### src/rtl/archie_pkg.sv
// Shared Archimedes SDRAM-side definitions: Wishbone constants, ROM base and the upload reader state type.
package archie_pkg;

  localparam logic [2:0]  WB_CTI_CLASSIC     = 3'b000;
  localparam logic [3:0]  WB_SEL_ALL         = 4'b1111;
  localparam logic [23:0] ROM_BASE_WORD      = 24'h100000;
  localparam logic [31:0] FETCH_TIMEOUT_DATA = 32'hFFFF_FFFF;

  typedef enum logic [1:0] {
    ST_IDLE      = 2'd0,
    ST_FETCH_CUR = 2'd1,
    ST_FETCH_NXT = 2'd2,
    ST_HOLD      = 2'd3
  } rd_state_e;

  function automatic logic [15:0] pick_half(input logic [31:0] word, input logic hi);
    return hi ? word[31:16] : word[15:0];
  endfunction

endpackage

### src/rtl/ram_upload_reader_if.sv
// Classic Wishbone read port between the upload reader and the SDRAM bus mux.
interface ram_upload_reader_if;
  logic        cyc;
  logic        stb;
  logic        we;
  logic [3:0]  sel;
  logic [2:0]  cti;
  logic [23:0] adr;
  logic [31:0] dat_i;
  logic        ack;

  modport master (output cyc, stb, we, sel, cti, adr, input dat_i, ack);
  modport slave  (input cyc, stb, we, sel, cti, adr, output dat_i, ack);
endinterface

### src/rtl/ram_upload_reader_wb_word_fetch.sv
// Single-request Wishbone read engine: holds stb until ack, gives up after TIMEOUT cycles with all-ones data.
module wb_word_fetch
  import archie_pkg::*;
#(
  parameter int TIMEOUT = 255
) (
  input  logic        clk,
  input  logic        rst_n,
  input  logic        start,
  input  logic        abort,
  input  logic [23:0] adr_in,
  input  logic        ack,
  input  logic [31:0] dat_in,
  output logic        cyc,
  output logic        stb,
  output logic [23:0] adr,
  output logic        busy,
  output logic        done,
  output logic        timed_out,
  output logic [31:0] dat_out
);

  localparam int CW = $clog2(TIMEOUT + 1);
  localparam logic [CW-1:0] CNT_LAST = CW'(TIMEOUT - 1);

  logic          stb_r;
  logic [23:0]   adr_r;
  logic [CW-1:0] cnt_r;
  logic          live_s;
  logic          expire_s;

  // An abort (session end) masks any ack, so a late ack can never complete a fetch.
  assign live_s    = stb_r && !abort;
  assign expire_s  = live_s && !ack && (cnt_r == CNT_LAST);
  assign done      = live_s && (ack || (cnt_r == CNT_LAST));
  assign timed_out = expire_s;
  assign dat_out   = ack ? dat_in : FETCH_TIMEOUT_DATA;

  assign cyc  = stb_r;
  assign stb  = stb_r;
  assign adr  = adr_r;
  assign busy = stb_r;

  // Request handshake, latched address and ack timeout counter.
  always_ff @(posedge clk or negedge rst_n) begin
    if (!rst_n) begin
      stb_r <= 1'b0;
      adr_r <= 24'h000000;
      cnt_r <= '0;
    end else if (abort || done) begin
      stb_r <= 1'b0;
      cnt_r <= '0;
    end else if (start) begin
      stb_r <= 1'b1;
      adr_r <= adr_in;
      cnt_r <= '0;
    end else if (stb_r) begin
      cnt_r <= cnt_r + CW'(1'b1);
    end
  end

endmodule

### src/rtl/ram_upload_reader.sv
// Reads the SDRAM image region back over Wishbone and serves it as halfwords on the hps_io upload channel.
// A CUR/NXT word pair lets sequential reads cross word boundaries without stalling the HPS.
module ram_upload_reader
  import archie_pkg::*;
#(
  parameter logic [23:0] BASE_WORD = ROM_BASE_WORD,
  parameter int          SPAN_W    = 20,
  parameter int          TIMEOUT   = 255
) (
  input  logic                       clk_sys,
  input  logic                       reset_n,
  input  logic                       ioctl_upload,
  input  logic                       ioctl_rd,
  input  logic [24:0]                ioctl_addr,
  output logic [15:0]                ioctl_din,
  output logic                       ioctl_wait,
  output logic                       bus_own,
  output logic                       err,
  ram_upload_reader_if.master        wb
);

  rd_state_e         state_r;
  rd_state_e         state_nx_s;
  logic              upload_r;
  logic [31:0]       cur_dat_r;
  logic [31:0]       nxt_dat_r;
  logic [SPAN_W-1:0] cur_tag_r;
  logic [SPAN_W-1:0] nxt_tag_r;
  logic              cur_vld_r;
  logic              nxt_vld_r;
  logic [SPAN_W-1:0] fetch_word_r;
  logic [SPAN_W-1:0] fetch_word_nx_s;
  logic              err_r;
  logic              bus_own_r;

  logic [SPAN_W-1:0] req_word_s;
  logic              cur_hit_s;
  logic              nxt_hit_s;
  logic [23:0]       fetch_adr_s;
  logic              fetch_start_s;
  logic              fetch_abort_s;
  logic              fetch_busy_s;
  logic              fetch_done_s;
  logic              fetch_tout_s;
  logic [31:0]       fetch_dat_s;
  logic              load_cur_s;
  logic              load_nxt_s;
  logic              promote_s;
  logic              clr_vld_s;
  logic              clr_err_s;
  logic              unused_addr_s;

  assign req_word_s    = ioctl_addr[SPAN_W+1:2];
  assign unused_addr_s = ^{ioctl_addr[24:SPAN_W+2], ioctl_addr[0]};
  assign cur_hit_s     = cur_vld_r && (cur_tag_r == req_word_s);
  assign nxt_hit_s     = nxt_vld_r && (nxt_tag_r == req_word_s);
  assign fetch_adr_s   = BASE_WORD + 24'(fetch_word_r);
  assign fetch_abort_s = !ioctl_upload;

  wb_word_fetch #(
    .TIMEOUT (TIMEOUT)
  ) u_fetch (
    .clk       (clk_sys),
    .rst_n     (reset_n),
    .start     (fetch_start_s),
    .abort     (fetch_abort_s),
    .adr_in    (fetch_adr_s),
    .ack       (wb.ack),
    .dat_in    (wb.dat_i),
    .cyc       (wb.cyc),
    .stb       (wb.stb),
    .adr       (wb.adr),
    .busy      (fetch_busy_s),
    .done      (fetch_done_s),
    .timed_out (fetch_tout_s),
    .dat_out   (fetch_dat_s)
  );

  assign wb.we  = 1'b0;
  assign wb.sel = WB_SEL_ALL;
  assign wb.cti = WB_CTI_CLASSIC;

  assign ioctl_din  = pick_half(cur_dat_r, ioctl_addr[1]);
  assign ioctl_wait = !cur_hit_s || !ioctl_upload;
  assign bus_own    = bus_own_r;
  assign err        = err_r;

  // State register.
  always_ff @(posedge clk_sys or negedge reset_n) begin
    if (!reset_n) begin
      state_r <= ST_IDLE;
    end else begin
      state_r <= state_nx_s;
    end
  end

  // Next-state and buffer-control decode; a fetch is issued on the first idle cycle of a fetch state.
  always_comb begin
    state_nx_s      = state_r;
    fetch_word_nx_s = fetch_word_r;
    fetch_start_s   = 1'b0;
    load_cur_s      = 1'b0;
    load_nxt_s      = 1'b0;
    promote_s       = 1'b0;
    clr_vld_s       = 1'b0;
    clr_err_s       = 1'b0;
    if (!ioctl_upload) begin
      state_nx_s = ST_IDLE;
    end else begin
      case (state_r)
        ST_IDLE: begin
          if (!upload_r) begin
            clr_vld_s       = 1'b1;
            clr_err_s       = 1'b1;
            fetch_word_nx_s = req_word_s;
            state_nx_s      = ST_FETCH_CUR;
          end else begin
            state_nx_s = ST_IDLE;
          end
        end
        ST_FETCH_CUR: begin
          if (fetch_done_s) begin
            load_cur_s      = 1'b1;
            fetch_word_nx_s = fetch_word_r + SPAN_W'(1'b1);
            state_nx_s      = ST_FETCH_NXT;
          end else if (!fetch_busy_s) begin
            fetch_start_s = 1'b1;
          end else begin
            state_nx_s = ST_FETCH_CUR;
          end
        end
        ST_FETCH_NXT: begin
          if (fetch_done_s) begin
            load_nxt_s = 1'b1;
            state_nx_s = ST_HOLD;
          end else if (!fetch_busy_s) begin
            fetch_start_s = 1'b1;
          end else begin
            state_nx_s = ST_FETCH_NXT;
          end
        end
        ST_HOLD: begin
          if ((ioctl_rd && ioctl_addr[1] && nxt_vld_r) || (nxt_hit_s && !cur_hit_s)) begin
            promote_s       = 1'b1;
            fetch_word_nx_s = nxt_tag_r + SPAN_W'(1'b1);
            state_nx_s      = ST_FETCH_NXT;
          end else if (!cur_hit_s) begin
            clr_vld_s       = 1'b1;
            fetch_word_nx_s = req_word_s;
            state_nx_s      = ST_FETCH_CUR;
          end else begin
            state_nx_s = ST_HOLD;
          end
        end
        default: begin
          state_nx_s = ST_IDLE;
        end
      endcase
    end
  end

  // Word buffer, tags, sticky error and bus ownership.
  always_ff @(posedge clk_sys or negedge reset_n) begin
    if (!reset_n) begin
      upload_r     <= 1'b0;
      bus_own_r    <= 1'b0;
      err_r        <= 1'b0;
      fetch_word_r <= '0;
      cur_dat_r    <= 32'h0000_0000;
      nxt_dat_r    <= 32'h0000_0000;
      cur_tag_r    <= '0;
      nxt_tag_r    <= '0;
      cur_vld_r    <= 1'b0;
      nxt_vld_r    <= 1'b0;
    end else begin
      upload_r     <= ioctl_upload;
      bus_own_r    <= (state_nx_s != ST_IDLE);
      fetch_word_r <= fetch_word_nx_s;
      if (clr_err_s) begin
        err_r <= 1'b0;
      end else if (fetch_tout_s) begin
        err_r <= 1'b1;
      end
      if (clr_vld_s) begin
        cur_vld_r <= 1'b0;
        nxt_vld_r <= 1'b0;
      end else if (load_cur_s) begin
        cur_dat_r <= fetch_dat_s;
        cur_tag_r <= fetch_word_r;
        cur_vld_r <= 1'b1;
      end else if (load_nxt_s) begin
        nxt_dat_r <= fetch_dat_s;
        nxt_tag_r <= fetch_word_r;
        nxt_vld_r <= 1'b1;
      end else if (promote_s) begin
        cur_dat_r <= nxt_dat_r;
        cur_tag_r <= nxt_tag_r;
        cur_vld_r <= 1'b1;
        nxt_vld_r <= 1'b0;
      end
    end
  end

endmodule
### src/flat_wrapper.sv
// flat-port wrapper written by rule: the top's interface ports become plain ports
module ram_upload_reader_flat import archie_pkg::*;
#(
  parameter logic [23:0] BASE_WORD = ROM_BASE_WORD,
  parameter int          SPAN_W    = 20,
  parameter int          TIMEOUT   = 255
)
  (clk_sys, reset_n, ioctl_upload, ioctl_rd, ioctl_addr, ioctl_din, ioctl_wait, bus_own, err, wb_cyc, wb_stb, wb_we, wb_sel, wb_cti, wb_adr, wb_dat_i, wb_ack);
  ram_upload_reader_if wb_i ();
  input  logic clk_sys;
  input  logic reset_n;
  input  logic ioctl_upload;
  input  logic ioctl_rd;
  input  logic [24:0] ioctl_addr;
  output logic [15:0] ioctl_din;
  output logic ioctl_wait;
  output logic bus_own;
  output logic err;
  output wire logic [$bits(wb_i.cyc)-1:0] wb_cyc;
  output wire logic [$bits(wb_i.stb)-1:0] wb_stb;
  output wire logic [$bits(wb_i.we)-1:0] wb_we;
  output wire logic [$bits(wb_i.sel)-1:0] wb_sel;
  output wire logic [$bits(wb_i.cti)-1:0] wb_cti;
  output wire logic [$bits(wb_i.adr)-1:0] wb_adr;
  input wire logic [$bits(wb_i.dat_i)-1:0] wb_dat_i;
  input wire logic [$bits(wb_i.ack)-1:0] wb_ack;
  assign wb_cyc = wb_i.cyc;
  assign wb_stb = wb_i.stb;
  assign wb_we = wb_i.we;
  assign wb_sel = wb_i.sel;
  assign wb_cti = wb_i.cti;
  assign wb_adr = wb_i.adr;
  assign wb_i.dat_i = wb_dat_i;
  assign wb_i.ack = wb_ack;
  ram_upload_reader #(.BASE_WORD(BASE_WORD), .SPAN_W(SPAN_W), .TIMEOUT(TIMEOUT)) u_core (.clk_sys(clk_sys), .reset_n(reset_n), .ioctl_upload(ioctl_upload), .ioctl_rd(ioctl_rd), .ioctl_addr(ioctl_addr), .ioctl_din(ioctl_din), .ioctl_wait(ioctl_wait), .bus_own(bus_own), .err(err), .wb(wb_i));
endmodule
### config.mk
export PLATFORM = sky130hd
export DESIGN_NAME = ram_upload_reader_flat
export DESIGN_NICKNAME = d
export VERILOG_FILES = /design/src/rtl/archie_pkg.sv /design/src/rtl/ram_upload_reader_if.sv /design/src/rtl/ram_upload_reader_wb_word_fetch.sv /design/src/rtl/ram_upload_reader.sv /design/src/flat_wrapper.sv
export SDC_FILE = /design/constraint.sdc
export NUM_CORES = 1
export LEC_CHECK = 0
export BUFFER_PORTS_ARGS = -buffer_cell sky130_fd_sc_hd__buf_2
export CAP_MARGIN = 20
export CORE_ASPECT_RATIO = 1.25
export CORE_MARGIN = 10
export CORE_UTILIZATION = 52
export DETAILED_ROUTE_END_ITERATION = 8
export GPL_TIMING_DRIVEN = 0
export HOLD_SLACK_MARGIN = 0.06
export PLACE_DENSITY_LB_ADDON = 0.3
export SYNTH_ARGS = -nofsm -noshare
export SYNTH_HDL_FRONTEND = slang
export SYNTH_SLANG_ARGS = --single-unit
### constraint.sdc
create_clock -name clk_sys -period 4.3 [get_ports clk_sys]
set_clock_uncertainty 0.1 [all_clocks]
set_input_delay 0.645 -clock clk_sys [delete_from_list [all_inputs] [get_ports clk_sys]]
set_output_delay 0.645 -clock clk_sys [all_outputs]
set_load 0.05 [all_outputs]
Yosys cells after proc, flatten, opt, wreduce, memory -nomap -nowiden
Cells that the tools add are included.
Cells by class
  reduce and logical (&&, ||, !) cells: 32
  equality and inequality tests: 12
  bitwise operators: 3
  add/sub/neg operators: 4
  multiplexer cells: 56
Operators by type and width (count)
  $mux W20: 7
  $mux W32: 4
  $pmux W20 S3: 1
  $add A20 B1 Y20 const B: 2
  $eq A20 B20 Y1: 2
  $mux W1: 31
  $mux W8: 3
  $add A21 B20 Y22 const A: 1
  $mux W16: 1
  $mux W2: 7
  $reduce_bool A3 Y1: 4
  $logic_and A1 B1 Y1: 9
  $add A8 B1 Y8 const B: 1
  $eq A8 B8 Y1 const B: 1
  $pmux W2 S4: 1
  $reduce_bool A2 Y1: 4
  $ne A2 B2 Y1 const B: 3
  $reduce_and A2 Y1: 3
  $reduce_and A3 Y1: 2
  $reduce_and A5 Y1: 1
  $eq A2 B2 Y1 const B: 2
  $logic_or A1 B1 Y1: 4
  $logic_not A1 Y1: 3
  $ne A3 B2 Y1 const B: 1
  7 further kinds: 9
Word-level totals
  bits of input ports: 62
  register bits after elaboration: 164
  logic and storage cells: 121

Logic depth before layout (Yosys ltp)
  depth after elaboration: 12
  mapped depth: 11
  depth with buffers taken out: 9

Hierarchy
Synthesis repeated with hierarchy kept, for this count alone.
Unflattened totals
  cell total of the unflattened synthesis: 842
  area, all modules: 9484.1 µm²
By module, submodules not included
  ram_upload_reader: instances 1, area each 7709.9 µm², seq. area each 3278.1 µm², cells each 691
  wb_word_fetch: instances 1, area each 1774.2 µm², seq. area each 825.8 µm², cells each 151

Least setup slack after synthesis
OpenSTA, ideal clock, no wires.
  path type: input to register
  start: input ioctl_addr[6]
  end: register u_core.cur_dat_r[10]
  stages: 9
  setup time: 0.125 ns
  arrival: 2.467 ns
  slack: 1.608 ns
  path through: xor2_1 > nor4_1 > nand4_2 > a211oi_4 > o2111ai_1 > a21o_1 > buf_6 > buf_6 > mux2_4
On the way
  cells in the longest elaborated chain, start to end: 10
Ends and longest elaborated chain
  from (decl): line flat_wrapper.sv:14  | input logic [24:0] ioctl_addr;
  $eq A20 B20 Y1: line ram_upload_reader.sv:55  | assign cur_hit_s = cur_vld_r && (cur_tag_r == req_word_s);
  $logic_and A1 B1 Y1: line ram_upload_reader.sv:55
  $logic_not A1 Y1: line ram_upload_reader.sv:143  | if ((ioctl_rd && ioctl_addr[1] && nxt_vld_r) || (nxt_hit_s && !cur_hit_s)) begin
  $logic_and A1 B1 Y1: line ram_upload_reader.sv:143
  $logic_or A1 B1 Y1: line ram_upload_reader.sv:143
  $mux W1: line ram_upload_reader.sv:143
  $pmux W1 S2 / $mux W1 (equally long branches): line ram_upload_reader.sv:110  | case (state_r)
  $mux W1: line ram_upload_reader.sv:107  | if (!ioctl_upload) begin
  $not A1 Y1 (no source line) / $reduce_bool A2 Y1 (equally long branches)
  $reduce_and A3 Y1 (no source line) (*)
  to (signal assigned): line ram_upload_reader.sv:188  | cur_dat_r <= fetch_dat_s;
  to (signal assigned): line ram_upload_reader.sv:196  | cur_dat_r <= nxt_dat_r;
  to (decl): line ram_upload_reader.sv:25  | logic [31:0] cur_dat_r;
Every way passes the cells marked *; elsewhere a longest branch is shown, timed or not.
A chain may end at the register's enable or synchronous reset.

Worst setup path in the final report
  start: register u_core.state_r[1]
  end: register u_core.fetch_word_r[7]
On the way
  cells in the longest elaborated chain, start to end: 3
Ends and longest elaborated chain
  from (decl): line ram_upload_reader.sv:22  | rd_state_e state_r;
  from (signal assigned): line ram_upload_reader.sv:93  | state_r <= state_nx_s;
  $eq A2 B2 Y1, or another cell as far along: line ram_upload_reader.sv:110
  $ne A3 B3 Y1 (no source line), or another cell as far along
  $reduce_and A5 Y1 (no source line)
  to (signal assigned): line ram_upload_reader.sv:178  | fetch_word_r <= fetch_word_nx_s;
  to (decl): line ram_upload_reader.sv:31  | logic [SPAN_W-1:0] fetch_word_r;
Parallel ways exist; a longest one is shown, timed or not.

==> flow_summary.ini <==
[setup_path]
crit_fanout = 10
cp.arrival_ns = 3.51
reg2reg_slack_ns = 1.02
required_ns = 4.53
startpoint = u_core.state_r[1]
crit_path_max_incr_delay_ns = 0.48
crit_top_cell = clkbuf_1
r2r_start = u_core.state_r[1]
cp_cell_sequence = inv_1 > ha_1 > clkbuf_1 > clkinv_1 > a21oi_1 > nor4_1 > nand2_1 > clkbuf_1 > buf_2 > nor3_1 > a211oi_1
worstSetupPathType = register to register
critPathCaptureType = register
reg2regPathDepth = 11
rr_endpoint = u_core.fetch_word_r[7]
critPathLaunchType = register
slowest_stage = clkbuf_1

[min_path]
hold_class = input port to register
min_from = ioctl_upload
worstHoldPathCells = 1
min_to = u_core.upload_r

[floorplan]
die_h_microns = 167
pin_count = 115
rows = 53
dieArea_sq_um = 23000
dieWidth_microns = 138
coreArea_sq_um = 16900
initial_utilization = 0.533

[synth]
ys_ff_latch = 161
ys_seq_area_frac = 0.447
synth-main-ff-cell = dfrtp_1
syn_avg_cell_area_sq_um = 9.81
ys_warn_count = 0
netlist_instances = 918
synthArstFlopShare = 1.00
synth_area_sq_um = 9010
synth_edf_count = 0
yosys.cell_types.count = 59

[routing]
wl_met1_microns = 10200
post_drt_via_cell_ratio = 5.68
wire_per_inst_microns = 19.2
wl_met3_microns = 1690
first_pass_iters = 5
routed.top_layer = met4
wl_met2_microns = 12000
drcViolationCount = 0
wirelength_microns = 24600
drt_iter0_drc = 592
drtAntennaViolNets = 0
vias = 7268

[run]
maxCapViolations = 0

[run_status]
status = finished clean

[final_layout]
final_area_sq_um = 10400
antenna_cells = 0
layout-drive-gt1-share = 0.249
layout.nets = 1117
layout-area-overhead-vs-synth_pct = 15.9
final_util = 0.618

[placement]
routabilityCongestion = 0.970
dp_hpwl_microns = 18000
io_buffers = 98
post_dp_cell_area_sq_um = 9850

[grt]
antenna_found_initial = 0
grt_pass1_wl_microns = 38800
grt_max_degree = 106
grtUsageTotal = 0.213
first_global_vias = 7174
grt.overflow.total = 0

[sta]
rsz0062_at_grt = no
fmax_ghz = 0.305
report.final.slew_viol_count = 0
fin_crit_ns = 3.28
hold_viol_final = 0
tightest_slew_ns = 0.936
relSlewSlack = 0.370
finalCritPeriodShare = 0.762
setup_violations = 0
hold_ws_ns = 0.231

[cts]
htreeDepth = 4
tritoncts = built
cts_made_buffers = 17
worstSkewPairLatency_ns = 0.44
cts.clk_slew.worst_paths_ns = 0.07
cts.path.max_buffers = 2
cts_root_buf = clkbuf_16
cts_num_sinks = 161

[pwr]
peakVddDrop_uv = 285
p_per_area_nw_per_um2 = 406
p_leak_nw = 5.04
registers in the layout, summed over array words and instances, names as in the netlist:
signal,flops
u_core.cur_dat_r,32
u_core.nxt_dat_r,32
u_core.u_fetch.adr,21
u_core.cur_tag_r,20
u_core.fetch_word_r,20
u_core.nxt_tag_r,20
u_core.u_fetch.cnt_r,8
u_core.state_r,2
u_core.bus_own,1
u_core.cur_vld_r,1
u_core.err,1
u_core.nxt_vld_r,1
u_core.u_fetch.busy,1
u_core.upload_r,1
worst max path at each step:
stage	to	slack, ns	cells past startpoint
final	u_core.fetch_word_r[7]	1.02	11
after global routing	u_core.fetch_word_r[7]	0.76	11
after CTS	u_core.nxt_tag_r[16]	1.11	9
after detailed placement	u_core.fetch_word_r[15]	0.90	9
after global placement	u_core.nxt_dat_r[7]	-0.006	1
after floorplan	u_core.cur_dat_r[10]	1.61	9
cells in the mapped netlist (3+ instances only):
master,n,area [sq um]
a211oi_1,3,22.5
buf_4,12,90.1
nand4_1,16,100
ha_1,9,113
or4_1,3,22.5
clkbuf_1,44,165
nor3_1,10,50.1
nand3_1,31,155
xor2_1,30,263
a221oi_1,7,61.3
a222oi_1,7,70.1
a211o_1,3,26.3
buf_2,6,30.0
o31ai_1,6,45.0
nor2_1,70,263
a21oi_1,16,80.1
inv_1,9,33.8
o21ai_1,7,35.0
nand2_1,166,623
o21ai_0,85,425
nor4_2,3,37.5
xnor2_1,41,359
and3_1,10,62.6
and2_1,4,25.0
buf_6,8,90.1
nor4_1,4,25.0
dfrtp_1,161,4030
mux2_4,49,736
mux2_1,7,78.8
and4_1,3,26.3
mux2_2,50,563
stage by stage:
step / TNS, ns / setup WS, ns / total power [W] / cells
2_1_floorplan: 0 / 1.61 / 0.00243 / 927
3_3_place_gp: -0.146 / -0.00642 / 0.00272 / 1245
3_5_place_dp: 0 / 0.896 / 0.00274 / 1246
4_1_cts: 0 / 1.11 / 0.00426 / 1279
5_1_grt: 0 / 0.756 / 0.00439 / 1279
6_report: 0 / 1.02 / 0.00424 / 1279
worst max-delay path: cells and delay by family (launching register included):
family | cells | cell delay (ns)
AOI/OAI and AO/OA | 2 | 0.45
adders and majority gates | 1 | 0.18
buffers and inverters | 5 | 1.77
DFF | 1 | 0.41
and+or+nand+nor | 3 | 0.24
cell type report:
type                       instances  area [sq um]
inverter                          12          45.0
sequential                       161          4030
clock buffer                      18           439
buffer                            72           383
timing repair buffer             100           538
tap                              220           275
fill                            1455          6470
multi-input combinational        682          4590
clock inverter                    14           146
cells in the final DEF, fill, tap and decap left out, types with 8 or more instances in the layout:
cell         n
conb_1      11
ha_1         9
o21ai_0     85
nand2_1    166
xor2_1      30
buf_4       12
nand3_1     31
nor2_1      70
and3_1      10
clkbuf_1    44
buf_2      103
nand4_1     16
dfrtp_1    161
mux2_2      50
clkbuf_16   17
mux2_4      49
a21oi_1     16
buf_6        8
inv_1        9
xnor2_1     41
nor3_1      10
power by group:
part / switching [W] / internal [W] / total (W) / leakage (nW)
Clock: 0.000693 / 0.000833 / 0.00153 / 0.285
Combinational: 0.000662 / 0.000270 / 0.000932 / 2.60
Sequential: 0.000128 / 0.00165 / 0.00178 / 2.15
per-layer routing:
| metal | global-route usage | up-vias |
|---|---|---|
| met5 | 0 | - |
| met4 | 0.0804 | 0 |
| met3 | 0.0485 | 47 |
| met2 | 0.344 | 296 |
| met1 | 0.271 | 3514 |
| li1 | - | 3411 |
cells by family after synthesis:
logic type / count (synthesis) / synth area share
adder cells (fa/ha/maj): 9 / 0.0125
XOR/XNOR: 71 / 0.0690
flip-flops: 161 / 0.447
multiplexers: 108 / 0.155
other: 2 / 0.000834
buffers and inverters: 84 / 0.0475
AO/OA/AOI/OAI: 154 / 0.105
AND/OR/NAND/NOR: 329 / 0.163
what timing repair did:
item / in CTS / in global routing
gates resized for setup: 0 / 0
hold buffers: 1 / 0
endpoints found under the hold margin: 56 / 0
endpoints found under the setup margin: 0 / 0
setup buffers: 0 / 0
Note: power is estimated with default switching activity, not from simulation.
